`config.mk`:
```
export PLATFORM = sky130hd
export DESIGN_NAME = alu
export DESIGN_NICKNAME = d
export VERILOG_FILES = /design/src/rtl/alu.sv
export SDC_FILE = /design/constraint.sdc
export NUM_CORES = 1
export LEC_CHECK = 0
export CORE_MARGIN = 2
export CORE_UTILIZATION = 60
export CTS_BUF_LIST = sky130_fd_sc_hd__clkbuf_4 sky130_fd_sc_hd__clkbuf_8
export CTS_CLUSTER_DIAMETER = 40
export DETAILED_ROUTE_END_ITERATION = 6
export GPL_TIMING_DRIVEN = 0
export PLACE_DENSITY_LB_ADDON = 0.15
export SYNTH_ARGS = -nofsm -noshare
export SYNTH_HDL_FRONTEND = slang
export SYNTH_SLANG_ARGS = --single-unit
```
`constraint.sdc`:
```
create_clock -name clk -period 8.06 [get_ports clk]
set_clock_uncertainty 0.2 [all_clocks]
set_input_delay 2.418 -clock clk [delete_from_list [all_inputs] [get_ports clk]]
set_output_delay 2.418 -clock clk [all_outputs]
set_load 0.02 [all_outputs]
```
`src/rtl/alu.sv`:
```
// Registered integer ALU: two unsigned operands, 4-bit function code, double-width result plus valid.
// Define ALU_DIV_EN to compile in the divider; otherwise function 0011 returns zero.
module alu #(
  parameter int DATA_WIDTH = 8
) (
  input  logic                      clk,
  input  logic                      reset,
  input  logic [DATA_WIDTH-1:0]     A,
  input  logic [DATA_WIDTH-1:0]     B,
  input  logic [3:0]                ALU_function,
  input  logic                      enable,
  output logic [2*DATA_WIDTH-1:0]   ALU_result,
  output logic                      ALU_result_valid
);

  localparam int RES_W = 2 * DATA_WIDTH;

  logic [RES_W-1:0]      a_ext;
  logic [RES_W-1:0]      b_ext;
  logic [RES_W-1:0]      result_nxt;
  logic [DATA_WIDTH-1:0] logic_lo;
  logic [RES_W-1:0]      result_p0;
  logic                  vld_p0;

  assign a_ext = {{DATA_WIDTH{1'b0}}, A};
  assign b_ext = {{DATA_WIDTH{1'b0}}, B};

  // Bitwise ops are evaluated at operand width so the upper half stays zero after inversion.
  always_comb begin
    logic_lo = '0;
    case (ALU_function)
      4'b0100: logic_lo = A & B;
      4'b0101: logic_lo = A | B;
      4'b0110: logic_lo = ~(A & B);
      4'b0111: logic_lo = ~(A | B);
      4'b1000: logic_lo = A ^ B;
      4'b1001: logic_lo = ~(A ^ B);
      default: logic_lo = '0;
    endcase
  end

  always_comb begin
    result_nxt = '0;
    case (ALU_function)
      4'b0000: result_nxt = a_ext + b_ext;
      4'b0001: result_nxt = a_ext - b_ext;
      4'b0010: result_nxt = a_ext * b_ext;
`ifdef ALU_DIV_EN
      4'b0011: result_nxt = (B == '0) ? '1 : (a_ext / b_ext);
`else
      4'b0011: result_nxt = '0;
`endif
      4'b0100, 4'b0101, 4'b0110,
      4'b0111, 4'b1000, 4'b1001: result_nxt = {{DATA_WIDTH{1'b0}}, logic_lo};
      4'b1010: result_nxt = RES_W'(A == B);
      4'b1011: result_nxt = RES_W'(A > B);
      4'b1100: result_nxt = RES_W'(A < B);
      4'b1101: result_nxt = a_ext >> 1;
      4'b1110: result_nxt = a_ext << 1;
      default: result_nxt = '0;
    endcase
  end

  // Stage p0: single output register; enable low holds the result and drops valid.
  always_ff @(posedge clk) begin
    if (reset) begin
      result_p0 <= '0;
      vld_p0    <= 1'b0;
    end else begin
      vld_p0 <= enable;
      if (enable) result_p0 <= result_nxt;
    end
  end

  assign ALU_result       = result_p0;
  assign ALU_result_valid = vld_p0;

endmodule

```
; Word-level counts from Yosys, hierarchy flattened
; Cells that the tools add are included.
[word_totals]
elab_cells = 31
regBits = 17
[classes]
reduce_logical = 2
mux = 2
n_bitwise = 6
n_addsub = 2
eq_ne = 14
order_cmp = 2
n_mul = 1
[op_table]
columns = op, n
row1 = one-hot mux 16 bit (9 select lines), 1
row2 = one-hot mux 8 bit (6 select lines), 1
row3 = "equality test 4 bit, second input constant", 7
row4 = inverter 8 bit, 3
row5 = "equality test 4 x 3 -> 1 bit, second input constant", 4
row6 = multiplier 8 x 8 -> 16 bit, 1
row7 = adder 8 x 8 -> 9 bit, 1
row8 = subtractor 8 x 8 -> 9 bit, 1
row9 = AND 8 bit, 1
row10 = equality test 8 bit, 1
row11 = > comparator 8 bit, 1
row12 = < comparator 8 bit, 1
row13 = bitwise OR 8 bit, 1
row14 = bitwise XOR 8 bit, 1
row15 = OR reduction 6 bit, 1
row16 = "equality test 4 x 1 -> 1 bit, second input constant", 1
row17 = "equality test 4 x 2 -> 1 bit, second input constant", 1
row18 = logical NOT 4 bit, 1

; Logic depth before layout (Yosys ltp)
; Gate-level depths: netlist of run 1.
[depth]
ltp_word = 4
ltp_mapped = 17

; Worst setup path before layout of run 1
; Ideal clock, no wire load.
[synth_timing]
path_type = in2reg
start = in A[1]
end = reg result_p0[15], in the netlist ALU_result[15]
arrival_time_ns = 6.129
path_slack_ns = 1.598
path_stages = 15
setup_ns = 0.134
required_ns = 7.726
path_cell_list = clkinv_1 > nor2_1 > fa_1 > fa_1 > fa_1 > inv_1 > fa_1 > inv_1 > ha_1 > nor2_1 > o21ai_1 > o41ai_4 > a221o_1 > o211ai_1 > a31oi_1
[synth_via]
elab_chain_len = 2
[synth_lines]
columns = element, line
row1 = from (decl), 8  ; input logic [DATA_WIDTH-1:0] A,
row2 = multiplier 8 x 8 -> 16 bit / subtractor 8 x 8 -> 9 bit (equally long branches), "47, 46"
row3 = one-hot mux 16 bit (9 select lines) *, 44  ; case (ALU_function)
row4 = to (signal assigned), 71  ; if (enable) result_p0 <= result_nxt;
row5 = to (decl), 22  ; logic [RES_W-1:0] result_p0;
; Every way passes the cells marked *; elsewhere a longest branch is shown, timed or not.
; A chain may end at the register's enable or synchronous reset.

; Final worst setup path of run 1
[layout_timing]
start = in A[1]
end = reg result_p0[14], in the netlist ALU_result[14]
; Same word-level chain as after synthesis.

==> results of run 1 <==
## sequential cells by signal (all words and copies together) (netlist names)
register / count
ALU_result: 16
ALU_result_valid: 1
## metrics by stage
step	power, W	worst slack (ns)	hold WS (ns)
final	0.000723	0.561	0.278
after global routing	0.000798	0.275	0.309
after CTS	0.000723	0.545	0.279
after detailed placement	0.000655	0.287	0.271
after global placement	0.000643	0.316	0.264
after floorplan	0.000509	1.60	0.351
## cell families (layout without fill, tap and decap cells)
group,Yosys count,in the layout
DFF,17,17
and+or+nand+nor,182,182
muxes,4,4
adders and majority gates,98,98
AOI/OAI and AO/OA,131,131
buffers and inverters,109,149
xor gates and xnor gates,24,24
## cells in the mapped netlist, types with 4 or more instances
cell / count / share of area (%)
a21o_1: 4 / 0.69
nand2b_1: 5 / 0.72
buf_2: 10 / 1.1
xnor2_1: 12 / 2.4
clkbuf_1: 5 / 0.43
buf_4: 5 / 0.86
a31oi_1: 6 / 0.86
nor2b_1: 5 / 0.72
dfxtp_1: 17 / 7.8
xor2_1: 12 / 2.4
inv_1: 81 / 7.0
o22ai_1: 5 / 0.72
mux2i_1: 4 / 0.92
o21ai_0: 25 / 2.9
nand2_1: 48 / 4.1
a21oi_1: 24 / 2.8
fa_1: 38 / 17
a211oi_1: 5 / 0.86
nand3_1: 14 / 1.6
a221oi_1: 8 / 1.6
nor2_1: 76 / 6.5
ha_1: 60 / 17
nor3_1: 8 / 0.92
a21boi_0: 5 / 0.86
## cells in the final DEF, fill, tap and decap left out, drive strengths merged, types with 3 or more instances in the layout
master         netlist  routed
or3                  3       3
a22oi                3       3
nor2b                5       5
clkinv               3       4
fa                  38      38
xor2                12      12
clkbuf               5       8
o31a                 3       3
a21boi               6       6
a21oi               24      24
a31oi                6       6
o22ai                5       5
nand2b               5       5
buf                 18      18
mux2i                4       4
o21ai               28      28
dfxtp               17      17
nor3                 9       9
ha                  60      60
a221oi              11      11
a21o                 4       4
a211o                3       3
o311ai               3       3
a211oi               5       5
o221ai               4       4
nor2                77      77
or2                  3       3
nand3               14      14
o211ai               3       3
inv                 83      83
xnor2               12      12
nand2               49      49
clkdlybuf4s50        0      36
and3                 3       3
## layout make-up
cell class                 instances  share of cell area (%)
sequential                        17                    6.96
timing repair buffer              36                    7.37
multi-input combinational        439                    72.9
inverter                          86                    6.60
buffer                            23                    2.71
clock buffer                       3                   0.845
tap                               99                    2.53
clock inverter                     1                   0.102
## path summary, 6_finish.rpt
| kind | from | to | cells after the start |
|---|---|---|---|
| max | A[1] | ALU_result[14]$_SDFFE_PP0P_ | 16 |
| min | ALU_result[1]$_SDFFE_PP0P_ | ALU_result[1]$_SDFFE_PP0P_ | 2 |
| max reg2reg | ALU_result[6]$_SDFFE_PP0P_ | ALU_result[6]$_SDFFE_PP0P_ | 5 |
| min reg2reg | ALU_result[1]$_SDFFE_PP0P_ | ALU_result[1]$_SDFFE_PP0P_ | 2 |
## tightest hold or removal path, cell delays in order (launching register included)
cell and delay (ns):
dfxtp_1 0.31, inv_1 0.05, o32ai_1 0.07
## power by group through the flow
| stage | Sequential (W) | Clock, W | Combinational, W |
|---|---|---|---|
| 6_report | 0.0000915 | 0.0000659 | 0.000566 |
| 5_1_grt | 0.0000919 | 0.0000699 | 0.000636 |
| 4_1_cts | 0.0000915 | 0.0000662 | 0.000565 |
| 3_5_place_dp | 0.0000934 | 0 | 0.000562 |
| 3_3_place_gp | 0.0000931 | 0 | 0.000549 |
| 2_1_floorplan | 0.0000994 | 0 | 0.000409 |
## metal layers
| layer | up-vias | share of wire, % |
|---|---|---|
| met4 | 0 | 3.8 |
| met2 | 238 | 47 |
| met3 | 36 | 7.6 |
| li1 | 2008 | - |
| met5 | - | 0 |
| met1 | 2019 | 41 |
==> metrics.txt, run 1 <==
setup bufs post-CTS 0; clock latency on the worst-skew pair 0.26 ns; cts bufs inserted 3; vias in the first global route 4001; Initial Util 61.1%; post-cts sizing count 0; Pleak 2.28 nW; Ant. Diodes 0; Clk pwr share 9.1%; Synth Register Bits 17; drt via density 6.11; Root Buffer clkbuf_8; synth unique cells 74; Crit path top cell by count fa_1; Adder-Cell Fraction of Synth Area 34.7%; total congestion overflow 0; post-synthesis compound-gate area fraction 22.1%; Mapped Area 4360 um^2; I/O pins 40; Setup TNS Final 0 ns; final setup vio count 0; Initial DRT Pass Iterations 5; Post-Layout Cell Count 704; Worst setup SP type input port; mux contribution to synthesized area 0.919%; Highest Clock Rate 133 MHz; placer congestion estimate 1.05; syn nets 686; status finished, final reports clean; slew margin rel. 55.7%; DR WL/cell 17.6 um; Avg Cell Area, Syn 7.71 um^2; initial antenna violation count 0; M3 GR Usage 2.40%; post-route cell area 4890 um^2; clock sinks 17; Storage cell area 340 um^2; CP endpoint kind register; Switching Fraction 51.0%; htree depth 1; Max Buffers Root-to-Sink 2; WS Path Type in2reg; Psw 0.000369 W; pin count of the biggest net entering global routing 11; power density over the cells 148 nW/um^2; multi-input logic area 3560 um^2; Simple-Gate Fraction of Synth Area 19.2%; combinational family with the most area after synthesis adder cells; crit path time final 7.50 ns; Placed Cells 700; Die Ht 89.2 um; CP arrival 7.43 ns; Max-Cap Viols 0; Logic pwr share 78.2%; Final period util 93.0%; Post-DRT Antenna Nets 0; Core ar. 7140 um^2; first-pass GRT wire length 19800 um; Total GRT Usage 32.6%; Bufs and invs on worst path 4; Clock transition at path regs 0.07 ns; Hold/Removal Path Class reg2reg; Slew Viols, Final 0; hold buffer count at CTS 0; final hold violation count 0; fillcell total 646; Final HPWL DP 10200 um; # DRC 0; number of flops mapped to enable cells by yosys 0; met2 Track Usage GR 54.7%; 1st-iter DRT viols 465; VDD IR max 160 uV; xor/xnor share of the synthesized area 4.82%; Vias 4301; post-place instance area 4840 um^2; final core utilization 68.5%; area delta synth->final 12.2%; GR Layer Usage met1 44.8%; Crit-path slowest cell clkdlybuf4s50_1; Synth Warn # 0; Worst Tran Pin Value 0.660 ns; global-route layer with the greatest usage met2; Seq pwr share 12.6%; CP delay by family, top adder cells; PortBufs 36; sequential fraction of the synthesis area 7.81%; largest fanout on the critical path 9; Cells after Synth 565; slowest stage delay, CP 0.70 ns; CTS tree built; Final #Nets 727; most used flip-flop cell after synthesis dfxtp_1; Crit path required time 7.99 ns; site row count 31; DIE WIDTH 89.2 um; ys async rst share 0%; WL final 12400 um; Die Area 7960 um^2; FF-to-FF setup slack 6.69 ns; Power Internal 0.000354 W; CP cell instances clkdlybuf4s50_1 > clkinv_1 > nor2_1 > fa_1 > fa_1 > fa_1 > inv_1 > fa_1 > inv_1 > ha_1 > nor3_1 > o21ai_0 > a31oi_1 > o21ai_0 > xnor2_1 > o22ai_1; RSZ-0062 raised after global routing false; share of cells above drive strength 1 6.28%
Note: power is estimated with default switching activity, not from simulation.
==> run 2: changes to the inputs <==
--- a/config.mk
+++ b/config.mk
@@ -5,7 +5,7 @@
 export SDC_FILE = /design/constraint.sdc
 export NUM_CORES = 1
 export LEC_CHECK = 0
-export CORE_MARGIN = 2
+export CORE_MARGIN = 1
 export CORE_UTILIZATION = 60
 export CTS_BUF_LIST = sky130_fd_sc_hd__clkbuf_4 sky130_fd_sc_hd__clkbuf_8
 export CTS_CLUSTER_DIAMETER = 40
==> run 2 against run 1 <==
Net effect: combinational power is 0.9% higher; wire length is 1.2% higher; register-to-register slack better by 0.02 ns; via count is 0.21% lower; clock-buffer cell count stayed put; core utilization is 2.2 points higher; final cell count is 0.43% lower; setup slack better by 0.0016 ns; power is 0.21% higher; die area is 4.4% lower; first-iteration DRC count is 20% lower; hold slack worse by 0.0043 ns.
==> metrics.txt, run 2 (synthesis results as in run 1) <==
status finished, final reports clean; Max Buffers Root-to-Sink 2 (unchanged); share of cells above drive strength 1 6.28% (unchanged); site row count 30 (-3.2%); htree depth 1 (unchanged); Setup TNS Final 0 ns (unchanged); reg2reg path depth 5 (unchanged); largest fanout on the critical path 9 (unchanged); VDD IR max 263 uV (+64%); area delta synth->final 12.1% (about the same); drt via density 6.12 (+0.22%); post-cts sizing count 0 (unchanged); Max-Cap Viols 0 (unchanged); most frequent cells in the layout 81 x inv_1, 76 x nor2_1, 60 x ha_1, 48 x nand2_1, 38 x fa_1; crit path time final 7.50 ns (-0.00157 ns); Post-DRT Antenna Nets 0 (unchanged); total congestion overflow 0 (unchanged); Crit path required time 7.98 ns (about the same); power density over the cells 148 nW/um^2 (+0.29%); vias in the first global route 4220 (+5.5%); slew margin rel. 50.8% (-4.9 points); initial antenna violation count 0 (unchanged); first-pass GRT wire length 20900 um (+5.8%); Vias 4292 (-0.21%); Final period util 93.0% (about the same); Final HPWL DP 10300 um (+1.3%); Core ar. 6910 um^2 (-3.2%); fillcell total 623 (-3.6%); hold path startpoint ALU_result[1]$_SDFFE_PP0P_; clock latency on the worst-skew pair 0.25 ns (about the same); max FFs per register 16 (unchanged); Total GRT Usage 35.8% (+3.2 points); 1st-iter DRT viols 372 (-20%); Worst setup SP type input port; Storage cell area 340 um^2 (unchanged); Crit Reg-Reg Startpoint ALU_result[6]$_SDFFE_PP0P_; cts bufs inserted 3 (unchanged); hold buffer count at CTS 0 (unchanged); Hold Worst Slack 0.273 ns (-0.00432 ns); Die Ht 87.2 um (-2.2%); Slew Viols, Final 0 (unchanged); Initial DRT Pass Iterations 6 (+1); final setup vio count 0 (unchanged); WHS Path Cells 2 (unchanged); multi-input logic area 3560 um^2 (unchanged); Highest Clock Rate 133 MHz (about the same); Hold/Removal Path Class reg2reg; WL final 12500 um (+1.2%); final hold violation count 0 (unchanged); CP arrival 7.42 ns (about the same); most common cell after layout, fill and taps aside inv_1; WS Path Type in2reg; I/O pins 40 (unchanged); placer congestion estimate 0.958 (-8.5%); Ant. Diodes 0 (unchanged); # DRC 0 (unchanged); DR WL/cell 17.9 um (+1.6%); Root Buffer clkbuf_8; Worst Tran Pin Value 0.732 ns (+0.0729 ns); Clock transition at path regs 0.06 ns (about the same); clock sinks 17 (unchanged); worst setup path startpoint A[1]; Final #Nets 727 (unchanged); DIE WIDTH 87.2 um (-2.2%); RSZ-0062 raised after global routing false; PortBufs 36 (unchanged); Pleak 2.28 nW (unchanged); Final Power 0.000725 W (+0.21%); Initial Util 63.1% (+2.0 points); pin count of the biggest net entering global routing 11 (unchanged); setup bufs post-CTS 0 (unchanged); Die Area 7610 um^2 (-4.4%); CP endpoint kind register; CTS tree built
-- run 2: cell counts in the layout (fill, tap and decap cells not counted) --
Identical to the previous run, type by type.
-- run 2: worst paths after layout --
| check | end | slack (ns) |
|---|---|---|
| hold reg to reg | ALU_result[1]$_SDFFE_PP0P_ | 0.27 |
| setup reg to reg | ALU_result[6]$_SDFFE_PP0P_ | 6.71 |
| hold / removal | ALU_result[1]$_SDFFE_PP0P_ | 0.27 |
| setup / recovery | ALU_result[12]$_SDFFE_PP0P_ | 0.56 |
-- run 2: worst max-delay path: stages --
cell	delay, ns
clkdlybuf4s50_1	0.70
clkinv_1	0.43
nor2_1	0.27
fa_1	0.46
fa_1	0.52
fa_1	0.54
inv_1	0.05
fa_1	0.52
inv_1	0.04
ha_1	0.27
nor3_1	0.15
o21ai_0	0.18
a41o_1	0.31
a21oi_1	0.19
xor2_1	0.23
o221ai_1	0.13
-- run 2: per-layer routing --
layer  share of wire (%)  up-vias  GRT usage, %
met5                   0        -             0
met4                 4.3        0          14.2
met3                 6.8       43          3.60
met2                  46      215          57.9
met1                  43     2029          49.3
li1                    -     2005             -
-- run 2: report_power, final --
group / internal (W) / total, W / switching (W)
logic: 0.000232 / 0.000571 / 0.000339
clock network: 0.0000343 / 0.0000626 / 0.0000283
registers: 0.0000891 / 0.0000913 / 0.00000223
total: 0.000355 / 0.000725 / 0.000369
-- run 2: through the flow --
step | utilization, % | cell area (um^2) | instances | setup slack (ns)
global route | 70.7 | 4880 | 701 | 0.256
floorplan | - | 4360 | 565 | 1.60
global placement | 70.1 | 4840 | 697 | 0.336
detailed placement | 70.1 | 4840 | 697 | 0.380
finish | 70.7 | 4880 | 701 | 0.563
CTS | 70.7 | 4880 | 701 | 0.605
-- run 2: final cells by class --
class	count	share of cell area [%]
plain buffers	23	2.72
clock buffers	3	0.845
clock inverters	1	0.102
inverters	86	6.61
multi-input cells	439	72.9
flip-flops and latches	17	6.97
well taps	96	2.46
repair buffers	36	7.38
==> run 3: changes to the inputs <==
==> constraint.sdc (replaced) <==
create_clock -name clk -period 7 [get_ports clk]
set_clock_uncertainty 0.2 [all_clocks]
set_input_delay 2.1 -clock clk [delete_from_list [all_inputs] [get_ports clk]]
set_output_delay 2.1 -clock clk [all_outputs]
set_load 0.02 [all_outputs]
==> run 3 against run 2 <==
Net effect: hold slack about the same; register-to-register slack worse by 1.0 ns; die area did not move; sequential share of layout area decreased by 0.051 points; first-iteration DRC count decreased by 7.8%; core utilization up 0.53 points; cell area is 0.74% higher; non-clock buffer count is 1 higher; final cell count increased by 0.14%; via count increased by 0.47%; critical path type unchanged.
==> metrics.txt, run 3 (synthesis results as in run 1) <==
status finished, final reports clean; most frequent cells in the layout 79 x inv_1, 76 x nor2_1, 60 x ha_1, 48 x nand2_1, 38 x fa_1; Placed Cells 697 (unchanged); Clock transition at path regs 0.06 ns (about the same); Core ar. 6910 um^2 (unchanged); Worst Tran Pin Value 0.717 ns (-0.0151 ns); Pleak 2.34 nW (+2.7%); Initial DRT Pass Iterations 5 (-1); most common cell after layout, fill and taps aside inv_1; WL final 12600 um (+0.56%); reg2reg path depth 5 (unchanged); Worst setup SP type input port; htree depth 1 (unchanged); Total GRT Usage 35.8% (unchanged); vias in the first global route 4220 (unchanged); site row count 30 (unchanged); slew margin rel. 51.8% (+1.0 points); I/O pins 40 (unchanged); r2r endpoint ALU_result[6]$_SDFFE_PP0P_; 1st-iter DRT viols 343 (-7.8%); Crit path required time 6.92 ns (-1.06 ns); clock sinks 17 (unchanged); max FFs per register 16 (unchanged); first-pass GRT wire length 20900 um (unchanged); Highest Clock Rate 147 MHz; critical path endpoint ALU_result[12]$_SDFFE_PP0P_; CTS tree built; area delta synth->final 12.9%; PortBufs 36 (unchanged); hold buffer count at CTS 0 (unchanged); Initial Util 63.1% (unchanged); placer congestion estimate 0.958 (unchanged); Max Buffers Root-to-Sink 2 (unchanged); drt via density 6.14 (+0.32%); DR WL/cell 17.9 um (+0.42%); Ant. Diodes 0 (unchanged); cts bufs inserted 3 (unchanged); largest fanout on the critical path 4 (-5); pin count of the biggest net entering global routing 11 (unchanged); initial antenna violation count 0 (unchanged); Vias 4312 (+0.47%); Post-DRT Antenna Nets 0 (unchanged); Hold/Removal Path Class reg2reg; WS Path Type in2reg; Max-Cap Viols 0 (unchanged); WHS Path Cells 2 (unchanged); DIE WIDTH 87.2 um (unchanged); worst slack at placement -0.362 ns (-0.742 ns); Slew Viols, Final 0 (unchanged); Die Area 7610 um^2 (unchanged); final hold violation count 0 (unchanged); CP arrival 6.73 ns (-0.69 ns); CP endpoint kind register; total congestion overflow 0 (unchanged); fillcell total 619 (-0.64%); VDD IR max 300 uV (+14%); share of cells above drive strength 1 7.43% (+1.1 points); Final Power 0.000852 W (+18%); Final period util 97.4%; crit path time final 6.82 ns; Root Buffer clkbuf_8; worst setup path startpoint A[0]; power density over the cells 173 nW/um^2 (+17%); Die Ht 87.2 um (unchanged); Setup WS post-layout 0.185 ns (-0.378 ns); Post-Layout Cell Count 702 (+0.14%); Crit Reg-Reg Startpoint ALU_result[6]$_SDFFE_PP0P_; FF-to-FF setup slack 5.66 ns (-1.05 ns); final setup vio count 0 (unchanged); clock latency on the worst-skew pair 0.25 ns (about the same); Final HPWL DP 10300 um (unchanged); Final #Nets 728 (+0.14%); # DRC 0 (unchanged)
[run 3: worst min path at each step]
stage                                             to                       start  slack, ns
after floorplan           ALU_result[1]$_SDFFE_PP0P_  ALU_result[1]$_SDFFE_PP0P_       0.35
after global placement    ALU_result[1]$_SDFFE_PP0P_  ALU_result[1]$_SDFFE_PP0P_       0.27
after detailed placement  ALU_result[1]$_SDFFE_PP0P_  ALU_result[1]$_SDFFE_PP0P_       0.27
after CTS                 ALU_result[2]$_SDFFE_PP0P_  ALU_result[2]$_SDFFE_PP0P_       0.28
after global routing      ALU_result[2]$_SDFFE_PP0P_  ALU_result[2]$_SDFFE_PP0P_       0.30
final                     ALU_result[1]$_SDFFE_PP0P_  ALU_result[1]$_SDFFE_PP0P_       0.27
[run 3: timing repair]
| item | in CTS | in global routing |
|---|---|---|
| gates cloned | 0 | 0 |
| buffers inserted | 0 | 1 |
| resized for setup | 2 | 12 |
| pin swaps | 0 | 1 |
| setup endpoints to repair | 4 | 6 |
[run 3: cell type report]
type | count | area, um^2 | area share (%)
Timing Repair Buffer | 37 | 383 | 7.78
Sequential cell | 17 | 340 | 6.92
Buffer | 23 | 133 | 2.70
Clock buffer | 3 | 41.3 | 0.839
Tap cell | 96 | 120 | 2.44
Clock inverter | 1 | 5.00 | 0.102
Inverter | 86 | 330 | 6.71
Multi-Input combinational cell | 439 | 3570 | 72.5
[run 3: metal layers]
layer  global-route usage, %  part of all wire [%]  wire [um]  vias up
met4                    14.2                   3.9        487        0
met1                    49.3                    43       5400     2044
li1                        -                     -          -     2014
met5                       0                     0          0        -
met2                    57.9                    46       5820      211
met3                    3.60                   6.9        869       43
[run 3: metrics by stage]
step	hold slack, ns	instance area [um^2]	TNS [ns]	util [%]
floorplan	0.351	4360	0	-
global placement	0.268	4840	-1.75	70.1
detailed placement	0.270	4840	-1.69	70.1
CTS	0.280	4890	0	70.8
global route	0.303	4920	-0.0142	71.3
finish	0.274	4920	0	71.3
[run 3: worst max-delay path: stages]
cell and delay [ns]:
clkdlybuf4s50_1 0.62, nand2_1 0.12, fa_1 0.54, fa_1 0.55, inv_1 0.05, fa_1 0.53, inv_1 0.05, fa_1 0.53
inv_1 0.04, ha_1 0.32, or2_1 0.25, a21o_1 0.21, a41o_1 0.25, a21oi_1 0.19, xor2_1 0.24, o221ai_1 0.13
[run 3: power breakdown]
part           switching [W]  internal [W]  leakage, nW
clock              0.0000327     0.0000395       0.0255
combinational       0.000399      0.000275         2.18
sequential        0.00000259      0.000103        0.138
